===== config.mk =====
export PLATFORM = sky130hd
export DESIGN_NAME = ps2_keyboard_flat
export DESIGN_NICKNAME = d
export VERILOG_FILES = /design/src/rtl/ps2_keyboard_if.sv /design/src/rtl/ps2_keyboard.sv /design/src/flat_wrapper.sv
export SDC_FILE = /design/constraint.sdc
export NUM_CORES = 1
export LEC_CHECK = 0
export CORE_AREA = 5 5 107 109
export CTS_BUF_LIST = sky130_fd_sc_hd__clkbuf_4 sky130_fd_sc_hd__clkbuf_8
export DETAILED_ROUTE_END_ITERATION = 12
export DIE_AREA = 0 0 112 114
export GPL_TIMING_DRIVEN = 0
export HOLD_SLACK_MARGIN = 0.02
export PLACE_DENSITY = 0.67
export SYNTH_ARGS = -nofsm -noshare
export SYNTH_HDL_FRONTEND = slang
export SYNTH_SLANG_ARGS = --single-unit

===== constraint.sdc =====
create_clock -name clk25 -period 7.8 [get_ports clk25]
set_clock_uncertainty 0.1 [all_clocks]
set_input_delay 1.56 -clock clk25 [delete_from_list [all_inputs] [get_ports clk25]]
set_output_delay 1.56 -clock clk25 [all_outputs]
set_load 0.01 [all_outputs]

===== src/rtl/ps2_keyboard_if.sv =====
// Keyboard-side and Apple 1 keyboard-register signals of the PS/2 receiver.
// The receiver uses the slave modport; the keyboard/system side uses the master modport.
interface ps2_keyboard_if;
    logic       ps2_clk;
    logic       ps2_din;
    logic       kbd_ack;
    logic [7:0] kbd_data;
    logic       kbd_valid;
    logic       frame_err;

    modport master (
        output ps2_clk, ps2_din, kbd_ack,
        input  kbd_data, kbd_valid, frame_err
    );

    modport slave (
        input  ps2_clk, ps2_din, kbd_ack,
        output kbd_data, kbd_valid, frame_err
    );
endinterface


===== src/rtl/ps2_keyboard.sv =====
// PS/2 scancode-set-2 receiver and ASCII decoder feeding the Apple 1 keyboard latch.
// Optional macro PS2_CTRL_EN: ctrl+letter emits the control code (letter & 8'h1F).
module ps2_keyboard #(
    parameter int CLK_FREQ_HZ = 25_000_000,
    parameter int TIMEOUT_US  = 1000,
    parameter int FILTER_LEN  = 8
) (
    input  logic          clk25,
    input  logic          rst_n,
    ps2_keyboard_if.slave bus
);
    localparam int unsigned TO_MAX = (CLK_FREQ_HZ / 1_000_000) * TIMEOUT_US - 1;
    localparam int          FW     = $clog2(FILTER_LEN + 1);

    typedef enum logic [1:0] {S_IDLE, S_DATA, S_PARITY, S_STOP} state_t;

    logic          r_clk_s1, r_clk_s2, r_din_s1, r_din_s2;
    logic          r_clk_flt, r_clk_flt_d;
    logic [FW-1:0] r_flt_cnt;
    logic          w_strobe;
    state_t        r_state;
    logic [2:0]    r_bit_cnt;
    logic [7:0]    r_sc;
    logic          r_par;
    logic [31:0]   r_to_cnt;
    logic          r_sc_stb;
    logic [7:0]    r_code;
    logic          r_frame_err;
    logic          r_brk, r_ext, r_shift_l, r_shift_r;
`ifdef PS2_CTRL_EN
    logic          r_ctrl;
`endif
    logic          r_kbd_valid;
    logic [7:0]    r_kbd_data;
    logic          w_emit;
    logic [7:0]    w_ascii;

    // Returns 8'h00 for codes with no ASCII meaning (including modifiers).
    function automatic logic [7:0] f_map(input logic [7:0] sc, input logic shift);
        logic [7:0] a;
        a = 8'h00;
        case (sc)
            8'h1C: a = 8'h41;  8'h32: a = 8'h42;  8'h21: a = 8'h43;  8'h23: a = 8'h44;
            8'h24: a = 8'h45;  8'h2B: a = 8'h46;  8'h34: a = 8'h47;  8'h33: a = 8'h48;
            8'h43: a = 8'h49;  8'h3B: a = 8'h4A;  8'h42: a = 8'h4B;  8'h4B: a = 8'h4C;
            8'h3A: a = 8'h4D;  8'h31: a = 8'h4E;  8'h44: a = 8'h4F;  8'h4D: a = 8'h50;
            8'h15: a = 8'h51;  8'h2D: a = 8'h52;  8'h1B: a = 8'h53;  8'h2C: a = 8'h54;
            8'h3C: a = 8'h55;  8'h2A: a = 8'h56;  8'h1D: a = 8'h57;  8'h22: a = 8'h58;
            8'h35: a = 8'h59;  8'h1A: a = 8'h5A;
            8'h45: a = shift ? 8'h29 : 8'h30;
            8'h16: a = shift ? 8'h21 : 8'h31;
            8'h1E: a = shift ? 8'h40 : 8'h32;
            8'h26: a = shift ? 8'h23 : 8'h33;
            8'h25: a = shift ? 8'h24 : 8'h34;
            8'h2E: a = shift ? 8'h25 : 8'h35;
            8'h36: a = shift ? 8'h5E : 8'h36;
            8'h3D: a = shift ? 8'h26 : 8'h37;
            8'h3E: a = shift ? 8'h2A : 8'h38;
            8'h46: a = shift ? 8'h28 : 8'h39;
            8'h4E: a = shift ? 8'h5F : 8'h2D;
            8'h55: a = shift ? 8'h2B : 8'h3D;
            8'h41: a = shift ? 8'h3C : 8'h2C;
            8'h49: a = shift ? 8'h3E : 8'h2E;
            8'h4A: a = shift ? 8'h3F : 8'h2F;
            8'h4C: a = shift ? 8'h3A : 8'h3B;
            8'h52: a = shift ? 8'h22 : 8'h27;
            8'h29: a = 8'h20;
            8'h5A: a = 8'h0D;
            8'h66: a = 8'h5F;
            8'h76: a = 8'h1B;
            default: a = 8'h00;
        endcase
        return a;
    endfunction

    // Synchronise both lines; the clock level only moves after FILTER_LEN agreeing samples.
    always_ff @(posedge clk25 or negedge rst_n) begin
        if (!rst_n) begin
            r_clk_s1    <= 1'b1;
            r_clk_s2    <= 1'b1;
            r_din_s1    <= 1'b1;
            r_din_s2    <= 1'b1;
            r_clk_flt   <= 1'b1;
            r_clk_flt_d <= 1'b1;
            r_flt_cnt   <= '0;
        end else begin
            r_clk_s1    <= bus.ps2_clk;
            r_clk_s2    <= r_clk_s1;
            r_din_s1    <= bus.ps2_din;
            r_din_s2    <= r_din_s1;
            r_clk_flt_d <= r_clk_flt;
            if (r_clk_s2 == r_clk_flt) begin
                r_flt_cnt <= '0;
            end else if (r_flt_cnt == FW'(FILTER_LEN - 1)) begin
                r_clk_flt <= r_clk_s2;
                r_flt_cnt <= '0;
            end else begin
                r_flt_cnt <= r_flt_cnt + 1'b1;
            end
        end
    end

    assign w_strobe = r_clk_flt_d & ~r_clk_flt;

    always_ff @(posedge clk25 or negedge rst_n) begin
        if (!rst_n) begin
            r_state     <= S_IDLE;
            r_bit_cnt   <= '0;
            r_sc        <= '0;
            r_par       <= 1'b0;
            r_to_cnt    <= '0;
            r_sc_stb    <= 1'b0;
            r_code      <= '0;
            r_frame_err <= 1'b0;
        end else begin
            r_sc_stb    <= 1'b0;
            r_frame_err <= 1'b0;
            if (r_state == S_IDLE || w_strobe)
                r_to_cnt <= '0;
            else
                r_to_cnt <= r_to_cnt + 32'd1;
            if (w_strobe) begin
                case (r_state)
                    S_IDLE: begin
                        if (!r_din_s2) begin
                            r_state   <= S_DATA;
                            r_bit_cnt <= '0;
                        end
                    end
                    S_DATA: begin
                        r_sc      <= {r_din_s2, r_sc[7:1]};
                        r_bit_cnt <= r_bit_cnt + 3'd1;
                        if (r_bit_cnt == 3'd7)
                            r_state <= S_PARITY;
                    end
                    S_PARITY: begin
                        r_par   <= r_din_s2;
                        r_state <= S_STOP;
                    end
                    S_STOP: begin
                        if (r_din_s2 && (^{r_sc, r_par})) begin
                            r_sc_stb <= 1'b1;
                            r_code   <= r_sc;
                        end else begin
                            r_frame_err <= 1'b1;
                        end
                        r_state <= S_IDLE;
                    end
                    default: r_state <= S_IDLE;
                endcase
            end else if (r_state != S_IDLE && r_to_cnt == TO_MAX) begin
                r_state     <= S_IDLE;
                r_frame_err <= 1'b1;
            end
        end
    end

    // Prefix bytes and released keys never produce a character.
    always_comb begin
        w_emit  = 1'b0;
        w_ascii = 8'h00;
        if (r_sc_stb && r_code != 8'hF0 && r_code != 8'hE0 && !r_brk) begin
            if (r_ext) begin
                if (r_code == 8'h5A) begin
                    w_emit  = 1'b1;
                    w_ascii = 8'h0D;
                end
            end else begin
                w_ascii = f_map(r_code, r_shift_l | r_shift_r);
`ifdef PS2_CTRL_EN
                if (r_ctrl && w_ascii >= 8'h41 && w_ascii <= 8'h5A)
                    w_ascii = w_ascii & 8'h1F;
`endif
                w_emit = (w_ascii != 8'h00);
            end
        end
    end

    always_ff @(posedge clk25 or negedge rst_n) begin
        if (!rst_n) begin
            r_brk       <= 1'b0;
            r_ext       <= 1'b0;
            r_shift_l   <= 1'b0;
            r_shift_r   <= 1'b0;
`ifdef PS2_CTRL_EN
            r_ctrl      <= 1'b0;
`endif
            r_kbd_valid <= 1'b0;
            r_kbd_data  <= 8'h00;
        end else begin
            if (r_sc_stb) begin
                if (r_code == 8'hF0) begin
                    r_brk <= 1'b1;
                end else if (r_code == 8'hE0) begin
                    r_ext <= 1'b1;
                end else begin
                    r_brk <= 1'b0;
                    r_ext <= 1'b0;
                    if (!r_ext && r_code == 8'h12) r_shift_l <= !r_brk;
                    if (!r_ext && r_code == 8'h59) r_shift_r <= !r_brk;
`ifdef PS2_CTRL_EN
                    if (r_code == 8'h14) r_ctrl <= !r_brk;
`endif
                end
            end
            // A new key beats a simultaneous acknowledge.
            if (w_emit) begin
                r_kbd_valid <= 1'b1;
                r_kbd_data  <= w_ascii;
            end else if (bus.kbd_ack && r_kbd_valid) begin
                r_kbd_valid <= 1'b0;
            end
        end
    end

    assign bus.kbd_data  = r_kbd_data;
    assign bus.kbd_valid = r_kbd_valid;
    assign bus.frame_err = r_frame_err;
endmodule


===== src/flat_wrapper.sv =====
// flat-port wrapper written by rule: the top's interface ports become plain ports
module ps2_keyboard_flat 
#(
    parameter int CLK_FREQ_HZ = 25_000_000,
    parameter int TIMEOUT_US  = 1000,
    parameter int FILTER_LEN  = 8
)
  (clk25, rst_n, bus_ps2_clk, bus_ps2_din, bus_kbd_ack, bus_kbd_data, bus_kbd_valid, bus_frame_err);
  ps2_keyboard_if bus_i ();
  input  logic clk25;
  input  logic rst_n;
  input wire logic [$bits(bus_i.ps2_clk)-1:0] bus_ps2_clk;
  input wire logic [$bits(bus_i.ps2_din)-1:0] bus_ps2_din;
  input wire logic [$bits(bus_i.kbd_ack)-1:0] bus_kbd_ack;
  output wire logic [$bits(bus_i.kbd_data)-1:0] bus_kbd_data;
  output wire logic [$bits(bus_i.kbd_valid)-1:0] bus_kbd_valid;
  output wire logic [$bits(bus_i.frame_err)-1:0] bus_frame_err;
  assign bus_i.ps2_clk = bus_ps2_clk;
  assign bus_i.ps2_din = bus_ps2_din;
  assign bus_i.kbd_ack = bus_kbd_ack;
  assign bus_kbd_data = bus_i.kbd_data;
  assign bus_kbd_valid = bus_i.kbd_valid;
  assign bus_frame_err = bus_i.frame_err;
  ps2_keyboard #(.CLK_FREQ_HZ(CLK_FREQ_HZ), .TIMEOUT_US(TIMEOUT_US), .FILTER_LEN(FILTER_LEN)) u_core (.clk25(clk25), .rst_n(rst_n), .bus(bus_i));
endmodule

==> results.json, run 1 <==
{
  "hp-class": "reg -> reg",
  "synth_cell_type_count": 56,
  "rsz0062_at_grt": "no",
  "status": "finished clean",
  "ys_warn_count": 0,
  "arrival_ns": 3.33,
  "yosys.area.top_type": "dfrtp_1",
  "die_x_um": 112,
  "drive_gt1_share_pct": 10.2,
  "synth_cells": 508,
  "synth-edff-count": 0,
  "post-dp-hpwl_mm": 8.27,
  "numCtsBuffers": 9,
  "hold_buffers": 0,
  "crit_required_ns": 7.93,
  "wl_mm": 11.3,
  "drc": 0,
  "end_kind": "register",
  "critPathLaunch": "u_core.r_code[4]",
  "clk_pin_slew_ns": 0.09,
  "utilization_pct": 48.6,
  "cts_setup_buffers": 0,
  "reg2reg_from": "u_core.r_code[4]",
  "netlist_top_cells_count": "dfrtp_1 (72), nor2_1 (64), nand2_1 (42)",
  "first_global_vias": 3871,
  "slew_viol_final": 0,
  "vdd_drop_max_mv": 0.116,
  "finalCritPeriodShare_pct": 40.9,
  "core_sq_mm": 0.0105,
  "critPathLaunchType": "register",
  "drtPass1Iterations": 5,
  "multi_input_area_sq_mm": 0.00245,
  "synth_top_area_share_pct": 39.5,
  "intPower_uw": 611,
  "drt-initial-drc-count": 253,
  "clkLatencyLatePin_ns": 0.34,
  "synth.top_cells.by_area": "dfrtp_1 (39%), nor2_1 (5.3%), nand3_1 (4.2%)",
  "diodes": 0,
  "placedCellCount": 662,
  "synth.most_common_cell": "dfrtp_1",
  "p_leak_nw": 2.08,
  "antenna_found_initial": 0,
  "setup_violations": 0,
  "ctsResizeCount": 0,
  "h-tree-depth": 3,
  "area_growth_pct": 11.8,
  "max_slew.worst_pin.slew_ns": 1.03,
  "synth_nets": 521,
  "hold_start": "u_core.r_clk_s1",
  "finalNonFillerCells": 678,
  "clk_root_buffer_cell": "clkbuf_8",
  "fin_setup_tns_ns": 0,
  "register_area_sq_mm": 0.00196,
  "seq_area_frac_synth_pct": 42.9,
  "path_class": "reg -> reg",
  "period_needed_ns": 3.19,
  "gr-total-overflow": 0,
  "routabilityCongestion": 1.02,
  "portBuffers": 13,
  "dieArea_sq_mm": 0.0128,
  "wire_per_inst_um": 16.6,
  "vias": 3865,
  "p_comb_share_pct": 10.5,
  "maxCapViolCount": 0,
  "grt_pass1_wl_mm": 18.9,
  "ys.flop_type": "dfrtp_1",
  "slew-limit-headroom_pct": 30.9,
  "swShare_pct": 26.6,
  "synth-seq-cells": 78,
  "fp-row-count": 38,
  "clock.fmax_mhz": 313,
  "cts.sinks": 78,
  "seq_power_share_pct": 52.4,
  "finalHoldViolCount": 0,
  "cp_max_fo": 9,
  "clockBufferDepth": 2,
  "num-nets-final": 546,
  "synth_area_sq_mm": 0.00457,
  "clkPwrFrac_pct": 37.1,
  "max_stage_delay_ns": 0.90,
  "powerDensity_mw_per_mm2": 163,
  "hold_depth": 0,
  "async_reset_ff_share_pct": 100,
  "fill_cells": 1028,
  "ios": 15,
  "grt_max_degree": 69,
  "syn_avg_cell_area_sq_um": 8.99,
  "r2r_cells": 9,
  "crit_slowest_cell": "nor4_2",
  "cts_tree": "built",
  "cp_common_cell": "a311o_1",
  "start_util_pct": 43.5,
  "p_sw_uw": 222,
  "grt.total_usage_pct": 18.2,
  "viasPerCell": 5.70,
  "crit_chain": "buf_2 -> inv_1 -> nor4_2 -> a221o_1 -> a311o_1 -> nor4b_2 -> a311o_1 -> buf_4 -> mux2_1",
  "die_y_um": 114,
  "ant_nets": 0
}
[metal layers]
layer | up-vias | track usage (%) | part of all wire [%]
met2 | 137 | 30.3 | 47
met1 | 1845 | 22.6 | 44
met5 | - | 0 | 0
met4 | 0 | 8.65 | 4.0
li1 | 1854 | - | -
met3 | 29 | 4.14 | 5.1
[cells in the final DEF, fill, tap and decap left out, types with 4 or more instances in the layout]
cell and count:
clkbuf_8 10, dfrtp_1 72, and4_1 4, buf_2 5, xor2_1 20, o31ai_1 4
nor3_1 15, clkbuf_1 18, a21oi_1 25, mux2_2 16, nand4_1 5, mux2_1 6
nand3_1 38, inv_1 11, ha_1 8, and3_1 8, nor4bb_1 4, dfstp_2 6
nor2_1 64, nor4_1 7, a31oi_1 5, nor2b_1 11, o211ai_1 6, nand2b_1 7
o21ai_0 30, nand2_1 42, clkdlybuf4s50_1 12, xnor2_1 20, nor3b_1 5, or2_2 4
[worst max-delay path, delay by kind of cell, from the launching register on]
kind | cells | cell delay [ns]
AND/OR/NAND/NOR | 2 | 0.99
multiplexers | 1 | 0.32
AO/OA/AOI/OAI | 3 | 0.83
buffers and inverters | 3 | 0.52
flip-flops | 1 | 0.32
[area by class of cell]
cell class	count	share of cell area, %
Tap cell	140	3.43
Sequential cell	78	38.4
Timing Repair Buffer	14	3.04
Clock buffer	10	2.70
Clock inverter	6	1.35
Multi-Input combinational cell	392	48.0
Buffer	27	2.26
Inverter	11	0.809
[stage by stage]
stage,instance area (sq um),power [mW],hold slack (ns),setup slack (ns)
CTS,5100,0.844,0.264,4.62
global route,5100,0.879,0.271,4.47
finish,5100,0.833,0.261,4.61
floorplan,4570,0.501,0.245,5.10
global placement,4870,0.526,0.246,2.44
detailed placement,4900,0.533,0.251,4.58
[power groups by stage]
stage                     sequential (mW)  combinational (mW)  clock [mW]
after floorplan                     0.441              0.0599           0
after global placement              0.443              0.0834           0
after detailed placement            0.444              0.0886           0
after CTS                           0.437              0.0888       0.319
after global routing                0.439              0.0997       0.340
final                               0.436              0.0875       0.309
[state kept, by name, indices dropped and copies added (netlist names), 2 cells and up]
| name | count |
|---|---|
| u_core.r_code | 8 |
| u_core.r_flt_cnt | 4 |
| u_core.r_sc | 8 |
| u_core.bus.kbd_data | 7 |
| u_core.r_bit_cnt | 3 |
| u_core.r_to_cnt | 32 |
| u_core.r_state | 2 |
[kinds of logic (layout without fill, tap and decap cells)]
kind of cell,Yosys count,count (layout),share of synthesized area (%)
AOI/OAI and AO/OA,93,93,12.7
xor gates and xnor gates,40,40,7.67
adders and majority gates,8,8,2.19
buffers and inverters,38,68,3.43
DFF,78,78,42.9
muxes,23,23,5.65
other,1,1,0.0821
and+or+nand+nor,227,227,25.4
[final timing paths]
check	end	slack, ns
max	u_core.bus.kbd_data[6]	4.61
min	u_core.r_clk_s2	0.26
max reg2reg	u_core.bus.kbd_data[6]	4.61
min reg2reg	u_core.r_clk_s2	0.26
max in group asynchronous	u_core.r_clk_flt	6.04
min in group asynchronous	u_core.bus.kbd_data[6]	0.94
(Power assumes the default switching activity.)
==> inputs of run 2 (changes only) <==
==> constraint.sdc (replaced) <==
create_clock -name clk25 -period 3.22 [get_ports clk25]
set_clock_uncertainty 0.1 [all_clocks]
set_input_delay 0.644 -clock clk25 [delete_from_list [all_inputs] [get_ports clk25]]
set_output_delay 0.644 -clock clk25 [all_outputs]
set_load 0.01 [all_outputs]
==> results.json, run 2 (same netlist as run 1, synthesis figures left out) <==
{
  "layout_common_cells": "dfrtp_1 (72), nor2_1 (64), nand2_1 (42)",
  "diodes": 0,
  "core_sq_mm": 0.0105,
  "power_mw": 2.02,
  "p_comb_share_pct": 10.5,
  "path_class": "reg -> reg",
  "rsz0062_at_grt": "no",
  "reg2reg_to": "u_core.bus.kbd_data[4]",
  "numCtsBuffers": 9,
  "placedCellCount": 662,
  "crit_slowest_cell": "nor4b_2",
  "cp_max_fo": 10,
  "cts_setup_buffers": 0,
  "max_stage_delay_ns": 0.91,
  "clkPwrFrac_pct": 37.2,
  "drc": 0,
  "clk_pin_slew_ns": 0.08,
  "largest_reg_flops": 32,
  "grt_max_degree": 69,
  "drive_gt1_share_pct": 10.6,
  "utilization_pct": 48.8,
  "wire_per_inst_um": 16.6,
  "grt_pass1_wl_mm": 18.9,
  "drtPass1Iterations": 5,
  "finalNonFillerCells": 679,
  "vias": 3902,
  "seq_power_share_pct": 52.3,
  "design_area_sq_mm": 0.00512,
  "die_x_um": 112,
  "dieArea_sq_mm": 0.0128,
  "critPathLaunchType": "register",
  "top_regs": "u_core.r_to_cnt x32, u_core.r_code x8, u_core.r_sc x8",
  "cp_num_buf_inv": 2,
  "area_growth_pct": 12.2,
  "drt-initial-drc-count": 259,
  "wl_mm": 11.3,
  "cts.sinks": 78,
  "regToRegSetupSlack_ns": 0.08,
  "clockBufferDepth": 2,
  "arrival_ns": 3.27,
  "maxCapViolCount": 0,
  "ios": 15,
  "gr-total-overflow": 0,
  "num-nets-final": 547,
  "swShare_pct": 26.7,
  "crit_chain": "buf_2 -> nor4b_2 -> o211ai_1 -> o311ai_1 -> a311o_1 -> nor4b_2 -> a311o_1 -> buf_4 -> mux2_1",
  "routabilityCongestion": 1.02,
  "die_y_um": 114,
  "max_slew.worst_pin.slew_ns": 1.05,
  "finalHoldViolCount": 0,
  "dpl_cell_area_sq_mm": 0.00490,
  "use_met2_pct": 30.3,
  "vdd_drop_max_mv": 0.280,
  "first_global_vias": 3875,
  "slew_viol_final": 0,
  "hold_depth": 0,
  "period_needed_ns": 3.14,
  "hp-class": "reg -> reg",
  "portBuffers": 13,
  "p_sw_uw": 540,
  "hold_start": "u_core.r_clk_s1",
  "top_usage_layer": "met2",
  "start_util_pct": 43.5,
  "final_common_cell": "dfrtp_1",
  "p_leak_nw": 2.09,
  "crit_required_ns": 3.35,
  "setup_violations": 0,
  "clkLatencyLatePin_ns": 0.35,
  "end_kind": "register",
  "top_register": "u_core.r_to_cnt",
  "slew-limit-headroom_pct": 30.1,
  "cts_tree": "built",
  "status": "finished clean",
  "powerDensity_mw_per_mm2": 395,
  "post-dp-hpwl_mm": 8.27,
  "intPower_mw": 1.48,
  "grt.total_usage_pct": 18.3,
  "clk_root_buffer_cell": "clkbuf_8",
  "gr-usage-met1_pct": 22.7,
  "clock.fmax_mhz": 319,
  "fp-row-count": 38,
  "holdPathEnd": "u_core.r_clk_s2",
  "finalCritPeriodShare_pct": 97.4,
  "h-tree-depth": 3,
  "grtUsageMet3_pct": 4.14,
  "cpLargestDelayFamily": "simple AND/OR/NAND/NOR gates",
  "ant_nets": 0,
  "viasPerCell": 5.75,
  "r2r_cells": 9,
  "reg2reg_from": "u_core.r_code[5]",
  "antenna_found_initial": 0
}
==> run 2: cell types whose count changed in the layout (fill, tap and decap cells not counted), sizes merged <==
cell and change:
dlygate4sd3 +1
==> run 2: worst reg2reg max path: stages, from the launching register on <==
cell	delay [ns]
dfrtp_1	0.39
buf_2	0.21
nor4b_2	0.91
o211ai_1	0.19
o311ai_1	0.14
a311o_1	0.24
nor4b_2	0.09
a311o_1	0.28
buf_4	0.17
mux2_1	0.31
==> run 2: timing repair <==
item / CTS / global route
hold buffers: 1 / 0
hold endpoints to repair: 10 / 0
setup endpoints to repair: 0 / 6
resized for setup: 0 / 5
==> run 2: power groups by stage <==
stage	clock network (mW)	registers [mW]	logic [mW]
3_5_place_dp	0	1.08	0.215
5_1_grt	0.822	1.06	0.243
3_3_place_gp	0	1.07	0.202
2_1_floorplan	0	1.07	0.145
4_1_cts	0.772	1.06	0.216
6_report	0.751	1.06	0.213
==> run 2: per-layer routing <==
| metal | part of all wire [%] | routed length, um | vias up |
|---|---|---|---|
| li1 | - | - | 1862 |
| met1 | 44 | 4940 | 1881 |
| met2 | 47 | 5320 | 123 |
| met3 | 4.6 | 517 | 36 |
| met4 | 4.3 | 486 | 0 |
| met5 | 0 | 0 | - |
==> run 2: how the worst max path moves through the flow <==
| stage | endpoint | depth (start not counted) | start |
|---|---|---|---|
| detailed placement | u_core.bus.kbd_data[6] | 9 | u_core.r_code[4] |
| global route | u_core.bus.kbd_data[6] | 10 | u_core.r_code[4] |
| finish | u_core.bus.kbd_data[4] | 9 | u_core.r_code[5] |
| floorplan | u_core.bus.kbd_data[0] | 10 | u_core.r_code[4] |
| global placement | u_core.r_flt_cnt[3] | 1 | rst_n |
| CTS | u_core.bus.kbd_data[6] | 9 | u_core.r_code[4] |
==> run 2: area by class of cell <==
type                       instances  area (sq um)
fill                            1023          5380
multi-input combinational        392          2460
sequential                        78          1960
tap                              140           175
timing repair buffer              15           165
clock buffer                      10           138
buffer                            27           118
clock inverter                     6          68.8
inverter                          11          41.3
==> run 2: per-stage QoR <==
stage | setup slack (ns) | setup TNS, ns | hold WS, ns
finish | 0.0849 | 0 | 0.261
global route | 0.0115 | 0 | 0.271
CTS | 0.0444 | 0 | 0.264
detailed placement | 0.00185 | 0 | 0.251
global placement | -1.22 | -89.63 | 0.246
floorplan | 0.519 | 0 | 0.245
